==> config.mk <==
export PLATFORM = sky130hd
export DESIGN_NAME = mem_access_stage_flat
export DESIGN_NICKNAME = d
export VERILOG_FILES = /design/src/rtl/mem_stage_pkg.sv /design/src/rtl/mem_access_stage_if.sv /design/src/rtl/mem_timeout_ctr.sv /design/src/rtl/mem_access_stage.sv /design/src/flat_wrapper.sv
export SDC_FILE = /design/constraint.sdc
export NUM_CORES = 1
export LEC_CHECK = 0
export ABC_CLOCK_PERIOD_IN_PS = 1700
export BUFFER_PORTS_ARGS = -buffer_cell sky130_fd_sc_hd__buf_2
export CAP_MARGIN = 20
export CORE_UTILIZATION = 46
export CTS_BUF_LIST = sky130_fd_sc_hd__clkbuf_4
export CTS_CLUSTER_DIAMETER = 80
export CTS_CLUSTER_SIZE = 20
export DETAILED_ROUTE_END_ITERATION = 8
export GPL_ROUTABILITY_DRIVEN = 0
export PLACE_DENSITY_LB_ADDON = 0.25
export SLEW_MARGIN = 20
export SYNTH_ARGS = -nofsm -noshare
export SYNTH_HDL_FRONTEND = slang
export SYNTH_SLANG_ARGS = --single-unit
==> constraint.sdc <==
create_clock -name clk_i -period 1.7 [get_ports clk_i]
set_input_delay 0.34 -clock clk_i [delete_from_list [all_inputs] [get_ports clk_i]]
set_output_delay 0.34 -clock clk_i [all_outputs]
set_load 0.1 [all_outputs]
==> src/rtl/mem_stage_pkg.sv <==
// Shared types and widths for the MEM pipeline stage.
package mem_stage_pkg;

  localparam int unsigned WB_W   = 2;
  localparam int unsigned REG_AW = 5;

  typedef enum logic [1:0] {
    IDLE = 2'd0,
    BUSY = 2'd1,
    DONE = 2'd2
  } state_e;

endpackage

==> src/rtl/mem_access_stage_if.sv <==
// Data-memory req/ack port between the MEM stage (master) and memory (slave).
interface mem_access_stage_if #(
  parameter int unsigned ADDR_W = 32,
  parameter int unsigned DATA_W = 32
) ();

  logic              req;
  logic              we;
  logic [ADDR_W-1:0] addr;
  logic [DATA_W-1:0] wdata;
  logic              ack;
  logic [DATA_W-1:0] rdata;

  modport master (output req, we, addr, wdata, input ack, rdata);
  modport slave  (input req, we, addr, wdata, output ack, rdata);

endinterface

==> src/rtl/mem_timeout_ctr.sv <==
// Counts BUSY cycles without ack; expired flags the last allowed cycle.
module mem_timeout_ctr #(
  parameter int unsigned TIMEOUT_CYCLES = 255
) (
  input  logic clk_i,
  input  logic rst_n_i,
  input  logic clear,
  input  logic inc,
  output logic expired
);

  localparam int unsigned CNT_W = $clog2(TIMEOUT_CYCLES + 1);

  logic [CNT_W-1:0] cnt_q;

  assign expired = (cnt_q == CNT_W'(TIMEOUT_CYCLES - 1));

  // Clear wins over increment; hold once expired so the count never wraps.
  always_ff @(posedge clk_i or negedge rst_n_i) begin
    if (!rst_n_i) begin
      cnt_q <= '0;
    end else if (clear) begin
      cnt_q <= '0;
    end else if (inc && !expired) begin
      cnt_q <= cnt_q + CNT_W'(1);
    end
  end

endmodule

==> src/rtl/mem_access_stage.sv <==
// MEM stage: load/store over a variable-latency req/ack port, stalling upstream while busy.
// Optional BUSY timeout with sticky err_o is enabled by defining MEM_TIMEOUT_EN.
module mem_access_stage
  import mem_stage_pkg::*;
#(
  parameter int unsigned ADDR_W         = 32,
  parameter int unsigned DATA_W         = 32,
  parameter int unsigned TIMEOUT_CYCLES = 255
) (
  input  logic              clk_i,
  input  logic              rst_n_i,
  input  logic [WB_W-1:0]   WB_i,
  input  logic              MemRead_i,
  input  logic              MemWrite_i,
  input  logic [ADDR_W-1:0] addr_i,
  input  logic [DATA_W-1:0] wdata_i,
  input  logic [REG_AW-1:0] RDaddr_i,
  mem_access_stage_if.master mem_bus,
  output logic              stall_o,
  output logic [WB_W-1:0]   WB_o,
  output logic [DATA_W-1:0] data1_o,
  output logic [ADDR_W-1:0] data2_o,
  output logic [REG_AW-1:0] RDaddr_o,
  output logic              err_o
);

  state_e            state_q, state_d;
  logic              access;
  logic              launch;
  logic              capture;
  logic              req_q;
  logic              we_q;
  logic [ADDR_W-1:0] addr_q;
  logic [DATA_W-1:0] wdata_q;
  logic [DATA_W-1:0] rdata_q;

  assign access = MemRead_i | MemWrite_i;

`ifdef MEM_TIMEOUT_EN
  logic to_clear;
  logic to_inc;
  logic to_expired;
  logic abort;
  logic err_q;

  mem_timeout_ctr #(
    .TIMEOUT_CYCLES(TIMEOUT_CYCLES)
  ) u_timeout_ctr (
    .clk_i   (clk_i),
    .rst_n_i (rst_n_i),
    .clear   (to_clear),
    .inc     (to_inc),
    .expired (to_expired)
  );
`endif

  always_ff @(posedge clk_i or negedge rst_n_i) begin
    if (!rst_n_i) begin
      state_q <= IDLE;
    end else begin
      state_q <= state_d;
    end
  end

  // Next state and per-cycle control; DONE always returns to IDLE so a held request cannot re-issue.
  always_comb begin
    state_d = state_q;
    stall_o = 1'b0;
    launch  = 1'b0;
    capture = 1'b0;
`ifdef MEM_TIMEOUT_EN
    to_clear = 1'b0;
    to_inc   = 1'b0;
    abort    = 1'b0;
`endif
    unique case (state_q)
      IDLE: begin
        if (access) begin
          stall_o = 1'b1;
          launch  = 1'b1;
          state_d = BUSY;
`ifdef MEM_TIMEOUT_EN
          to_clear = 1'b1;
`endif
        end
      end
      BUSY: begin
        stall_o = 1'b1;
        if (mem_bus.ack) begin
          capture = !we_q;
          state_d = DONE;
        end
`ifdef MEM_TIMEOUT_EN
        else if (to_expired) begin
          abort   = 1'b1;
          state_d = DONE;
        end else begin
          to_inc = 1'b1;
        end
`endif
      end
      DONE: begin
        state_d = IDLE;
      end
      default: begin
        state_d = IDLE;
      end
    endcase
  end

  // Request is live exactly while BUSY; address, data and direction latch at launch.
  always_ff @(posedge clk_i or negedge rst_n_i) begin
    if (!rst_n_i) begin
      req_q   <= 1'b0;
      we_q    <= 1'b0;
      addr_q  <= '0;
      wdata_q <= '0;
    end else begin
      req_q <= (state_d == BUSY);
      if (launch) begin
        we_q    <= MemWrite_i;
        addr_q  <= addr_i;
        wdata_q <= wdata_i;
      end
    end
  end

  always_ff @(posedge clk_i or negedge rst_n_i) begin
    if (!rst_n_i) begin
      rdata_q <= '0;
    end else if (capture) begin
      rdata_q <= mem_bus.rdata;
    end
`ifdef MEM_TIMEOUT_EN
    else if (abort) begin
      rdata_q <= '0;
    end
`endif
  end

`ifdef MEM_TIMEOUT_EN
  always_ff @(posedge clk_i or negedge rst_n_i) begin
    if (!rst_n_i) begin
      err_q <= 1'b0;
    end else if (abort) begin
      err_q <= 1'b1;
    end
  end
  assign err_o = err_q;
`else
  assign err_o = 1'b0;
`endif

  assign mem_bus.req   = req_q;
  assign mem_bus.we    = we_q;
  assign mem_bus.addr  = addr_q;
  assign mem_bus.wdata = wdata_q;

  assign WB_o     = WB_i;
  assign data1_o  = rdata_q;
  assign data2_o  = addr_i;
  assign RDaddr_o = RDaddr_i;

endmodule
==> src/flat_wrapper.sv <==
// flat-port wrapper written by rule: the top's interface ports become plain ports
module mem_access_stage_flat import mem_stage_pkg::*;
#(
  parameter int unsigned ADDR_W         = 32,
  parameter int unsigned DATA_W         = 32,
  parameter int unsigned TIMEOUT_CYCLES = 255
)
  (clk_i, rst_n_i, WB_i, MemRead_i, MemWrite_i, addr_i, wdata_i, RDaddr_i, stall_o, WB_o, data1_o, data2_o, RDaddr_o, err_o, mem_bus_req, mem_bus_we, mem_bus_addr, mem_bus_wdata, mem_bus_ack, mem_bus_rdata);
  mem_access_stage_if #(.ADDR_W(ADDR_W), .DATA_W(DATA_W)) mem_bus_i ();
  input  logic clk_i;
  input  logic rst_n_i;
  input  logic [WB_W-1:0] WB_i;
  input  logic MemRead_i;
  input  logic MemWrite_i;
  input  logic [ADDR_W-1:0] addr_i;
  input  logic [DATA_W-1:0] wdata_i;
  input  logic [REG_AW-1:0] RDaddr_i;
  output logic stall_o;
  output logic [WB_W-1:0] WB_o;
  output logic [DATA_W-1:0] data1_o;
  output logic [ADDR_W-1:0] data2_o;
  output logic [REG_AW-1:0] RDaddr_o;
  output logic err_o;
  output wire logic [$bits(mem_bus_i.req)-1:0] mem_bus_req;
  output wire logic [$bits(mem_bus_i.we)-1:0] mem_bus_we;
  output wire logic [$bits(mem_bus_i.addr)-1:0] mem_bus_addr;
  output wire logic [$bits(mem_bus_i.wdata)-1:0] mem_bus_wdata;
  input wire logic [$bits(mem_bus_i.ack)-1:0] mem_bus_ack;
  input wire logic [$bits(mem_bus_i.rdata)-1:0] mem_bus_rdata;
  assign mem_bus_req = mem_bus_i.req;
  assign mem_bus_we = mem_bus_i.we;
  assign mem_bus_addr = mem_bus_i.addr;
  assign mem_bus_wdata = mem_bus_i.wdata;
  assign mem_bus_i.ack = mem_bus_ack;
  assign mem_bus_i.rdata = mem_bus_rdata;
  mem_access_stage #(.ADDR_W(ADDR_W), .DATA_W(DATA_W), .TIMEOUT_CYCLES(TIMEOUT_CYCLES)) u_core (.clk_i(clk_i), .rst_n_i(rst_n_i), .WB_i(WB_i), .MemRead_i(MemRead_i), .MemWrite_i(MemWrite_i), .addr_i(addr_i), .wdata_i(wdata_i), .RDaddr_i(RDaddr_i), .mem_bus(mem_bus_i), .stall_o(stall_o), .WB_o(WB_o), .data1_o(data1_o), .data2_o(data2_o), .RDaddr_o(RDaddr_o), .err_o(err_o));
endmodule
### Word-level counts from Yosys, hierarchy flattened

Cells that the tools add are included.
W data, S select, Z words.

* register bits after elaboration: 100
* input port bits: 108
* logic and storage cells: 19

* equality and inequality tests: 2
* mux-type cells: 8
* bitwise operators: 1
* reductions and logical operators: 2

Operators with widths (count)
* $eq A2 B1 Y1 const B: 2
* $mux W1: 4
* $mux W2: 2
* $pmux W2 S2: 1
* $logic_not A2 Y1: 1
* $pmux W1 S2: 1
* $logic_not A1 Y1: 1
* $or A1 B1 Y1: 1

### Depth between registers and ports, before layout

* word-level depth: 4
* mapped depth: 5

### Worst setup path before layout

Ideal clock, no wire load.

* path type: flip-flop to output port
* start: register u_core.state_q[1]
* end: output stall_o
* arrival: 1.739 ns
* data required time: 1.360 ns
* slack: -0.379 ns
* stages on the path, launching flop included: 2
* cell sequence: dfrtp_1 nor2_1

* word-level cells in the longest chain between the ends: 2

Ends and longest elaborated chain
* start: declaration: line mem_access_stage.sv:27 `state_e state_q, state_d;`
* start signal: assignment: line mem_access_stage.sv:61 `state_q <= state_d;`
* $eq A2 B1 Y1 or $logic_not A2 Y1 (tied branches): line mem_access_stage.sv:76 `unique case (state_q)`
* $pmux W1 S2 (*): line mem_access_stage.sv:76
* end: declaration: line flat_wrapper.sv:18 `output logic stall_o;`

Mark *: on every way between the ends. The rest lies on a longest branch, timed or not.

### Final worst setup path

* start: register u_core.we_q, in the netlist u_core.mem_bus.we
* end: output mem_bus_we

RTL lines
* start: declaration: line mem_access_stage.sv:32 `logic we_q;`
* start signal: assignment: line mem_access_stage.sv:121 `we_q <= MemWrite_i;`
* end: declaration: line flat_wrapper.sv:25 `output wire logic [$bits(mem_bus_i.we)-1:0] mem_bus_we;`

No word-level cell between the ends.

==> impl_results.md <==
* Hpwl dp at 6360 µm
* CP Class: flop to output port
* Cell area after synthesis at 0.00435 mm²
* Post-layout nets at 564
* Final Max Tran Viols at 0
* Num ports at 247
* Total negative slack at 0 ns
* RR Endpoint: u_core.mem_bus.addr[31]
* Starting DRT DRC Count at 80
* Clk Latency, worst-skew pair at 0.42 ns
* Crit path DAT at 1.29 ns
* Final Non-Filler Cells at 570
* End of the critical path: mem_bus_we
* Dominant cells by area after synthesis: dfrtp_1 58%, mux2_4 21%, mux2_2 8.8%
* Slew headroom at 0.653
* Worst Path Required at 1.36 ns
* # diodes at 0
* Port Buffers at 231
* Clock-pin slew on the worst setup and hold paths at 0.16 ns
* Skew final at 0.0190 ns
* Critical path startpoint category: flop
* Root Driver: clkbuf_4
* Max Cap Violations at 0
* Yosys warns at 0
* Final WL at 8750 µm
* Post-Syn Area per Cell at 16.9 µm²
* Final hold slack at 0.123 ns
* Tmin final at 1.63 ns
* Starting Density at 0.473
* CP Max Fanout at 3
* Multi-input gate area at 0.00140 mm²
* Via density at 4.71
* Cts bufs inserted at 9
* Status: finished clean
* Fill cells at 752
* Syn nets at 366
* Crit-path max cell delay at 0.46 ns
* Levels on crit path at 1
* Vias in the first global route at 2,623
* CTS sink count at 100
* Crit path max-delay family: buffers and inverters
* First-pass GRT wire length at 13,200 µm
* DR vias at 2,685
* Commonest non-fill, non-tap cell in the layout: buf_2
* Synth Register Bits at 100
* Post-layout util at 0.596
* Dpl cells at 555
* Worst R2R Path Depth at 4
* Chip width at 99.3 µm
* Flop2flop setup slack at 0.18 ns
* FMAX at 0.614 GHz
* Htree depth at 3
* Seq/Total Area, Yosys at 0.575
* Synth area leader: dfrtp_1
* Worst hold path class: input pin to flop
* Worst Setup SP: u_core.mem_bus.we
* CTS tree: done
* CP cell instances: buf_2
* Count of final setup violators at 0
* Number of buffer and inverter stages on the critical path at 1
* Total track usage at 0.175
* Core region area at 0.00920 mm²
* Post-DRT Antenna Nets at 0
* Yosys top cell area share at 0.575
* Die H at 99.3 µm
* Layout cell share with drive strength beyond 1 at 0.765
* CTS Buffer Depth at 2
* Synth Instances at 258
* Reg area at 0.00250 mm²
* Post-route DRC violation count at 0
* Initial antenna violation count at 0
* Pin count of the biggest net entering global routing at 101
* Row Count at 35
* Most frequent cells in the layout: 229 x buf_2, 99 x dfrtp_1, 60 x mux2_4, 34 x mux2_2, 9 x clkbuf_4
* Area added between synthesis and finish at 26.0%
* Tcrit/Tclk final at 0.958
* Final hold vios at 0
* DRT Pass-1 Iters at 4
* Worst-margin pin slew at 0.520 ns
* Grt total ovfl at 0
* Reg-to-Reg Start: u_core.state_q[1]
* Die ar. at 0.00985 mm²
* Yosys cell types at 16
* Setup crit end kind: output port
* CP max stage cell: buf_2
* WL per Instance at 15.3 µm
-- Yosys cell counts (all sizes together) --
cell type and count:
nor2 3, o21a 1, buf 50, a22o 1
nand2 2, nor3 2, mux2 96, and2 2
dfrtp 100, conb 1
-- layer usage --
metal  global-route usage  part of all wire  up-vias
met4               0.0758             0.018        0
met5                    0                 0        -
met1                0.224              0.42     1313
li1                     -                 -     1233
met2                0.294              0.50      128
met3               0.0309             0.055       11
-- metrics by stage --
stage | worst slack (ns) | area (µm²)
4_1_cts | 0.0154 | 5470
5_1_grt | -0.00549 | 5480
2_1_floorplan | 0.0903 | 4350
6_report | 0.0714 | 5480
3_5_place_dp | 0.224 | 5310
3_3_place_gp | 0.251 | 5310
-- cell type report --
class / count / area share
clock buffers: 9 / 0.0123
clock inverters: 5 / 0.0155
multi-input cells: 108 / 0.256
flip-flops and latches: 100 / 0.457
well taps: 111 / 0.0253
repair buffers: 237 / 0.234
-- kinds of logic after synthesis --
logic type,count (synthesis),synth area share
buffers and inverters,50,0.107
other,1,0.000862
multiplexers,96,0.300
flip-flops,100,0.575
AND/OR/NAND/NOR,9,0.0127
AO/OA/AOI/OAI,2,0.00403
-- state kept, by name, indices dropped and copies added (netlist names) --
name / count
u_core.data1_o: 32
u_core.mem_bus.addr: 32
u_core.mem_bus.req: 1
u_core.mem_bus.wdata: 32
u_core.mem_bus.we: 1
u_core.state_q: 2
-- worst min path at each step --
stage | start | end | slack [ns] | depth (start not counted)
6_report | mem_bus_rdata[19] | u_core.data1_o[19] | 0.12 | 2
5_1_grt | mem_bus_rdata[19] | u_core.data1_o[19] | 0.08 | 2
4_1_cts | mem_bus_rdata[19] | u_core.data1_o[19] | 0.08 | 2
3_5_place_dp | rst_n_i | u_core.mem_bus.addr[6] | 0.45 | 2
3_3_place_gp | rst_n_i | u_core.data1_o[15] | 0.44 | 2
2_1_floorplan | rst_n_i | u_core.data1_o[0] | 0.04 | 0
-- timing repair --
| action | CTS | global route |
|---|---|---|
| buffers inserted | 0 | 0 |
| hold buffers | 1 | 0 |
| resized for setup | 0 | 2 |
| hold endpoints to repair | 100 | 0 |
| endpoints found under the setup margin | 0 | 1 |
Power is not shown: default switching activity piles up to over one toggle a cycle in this logic, so the estimate is an artifact.
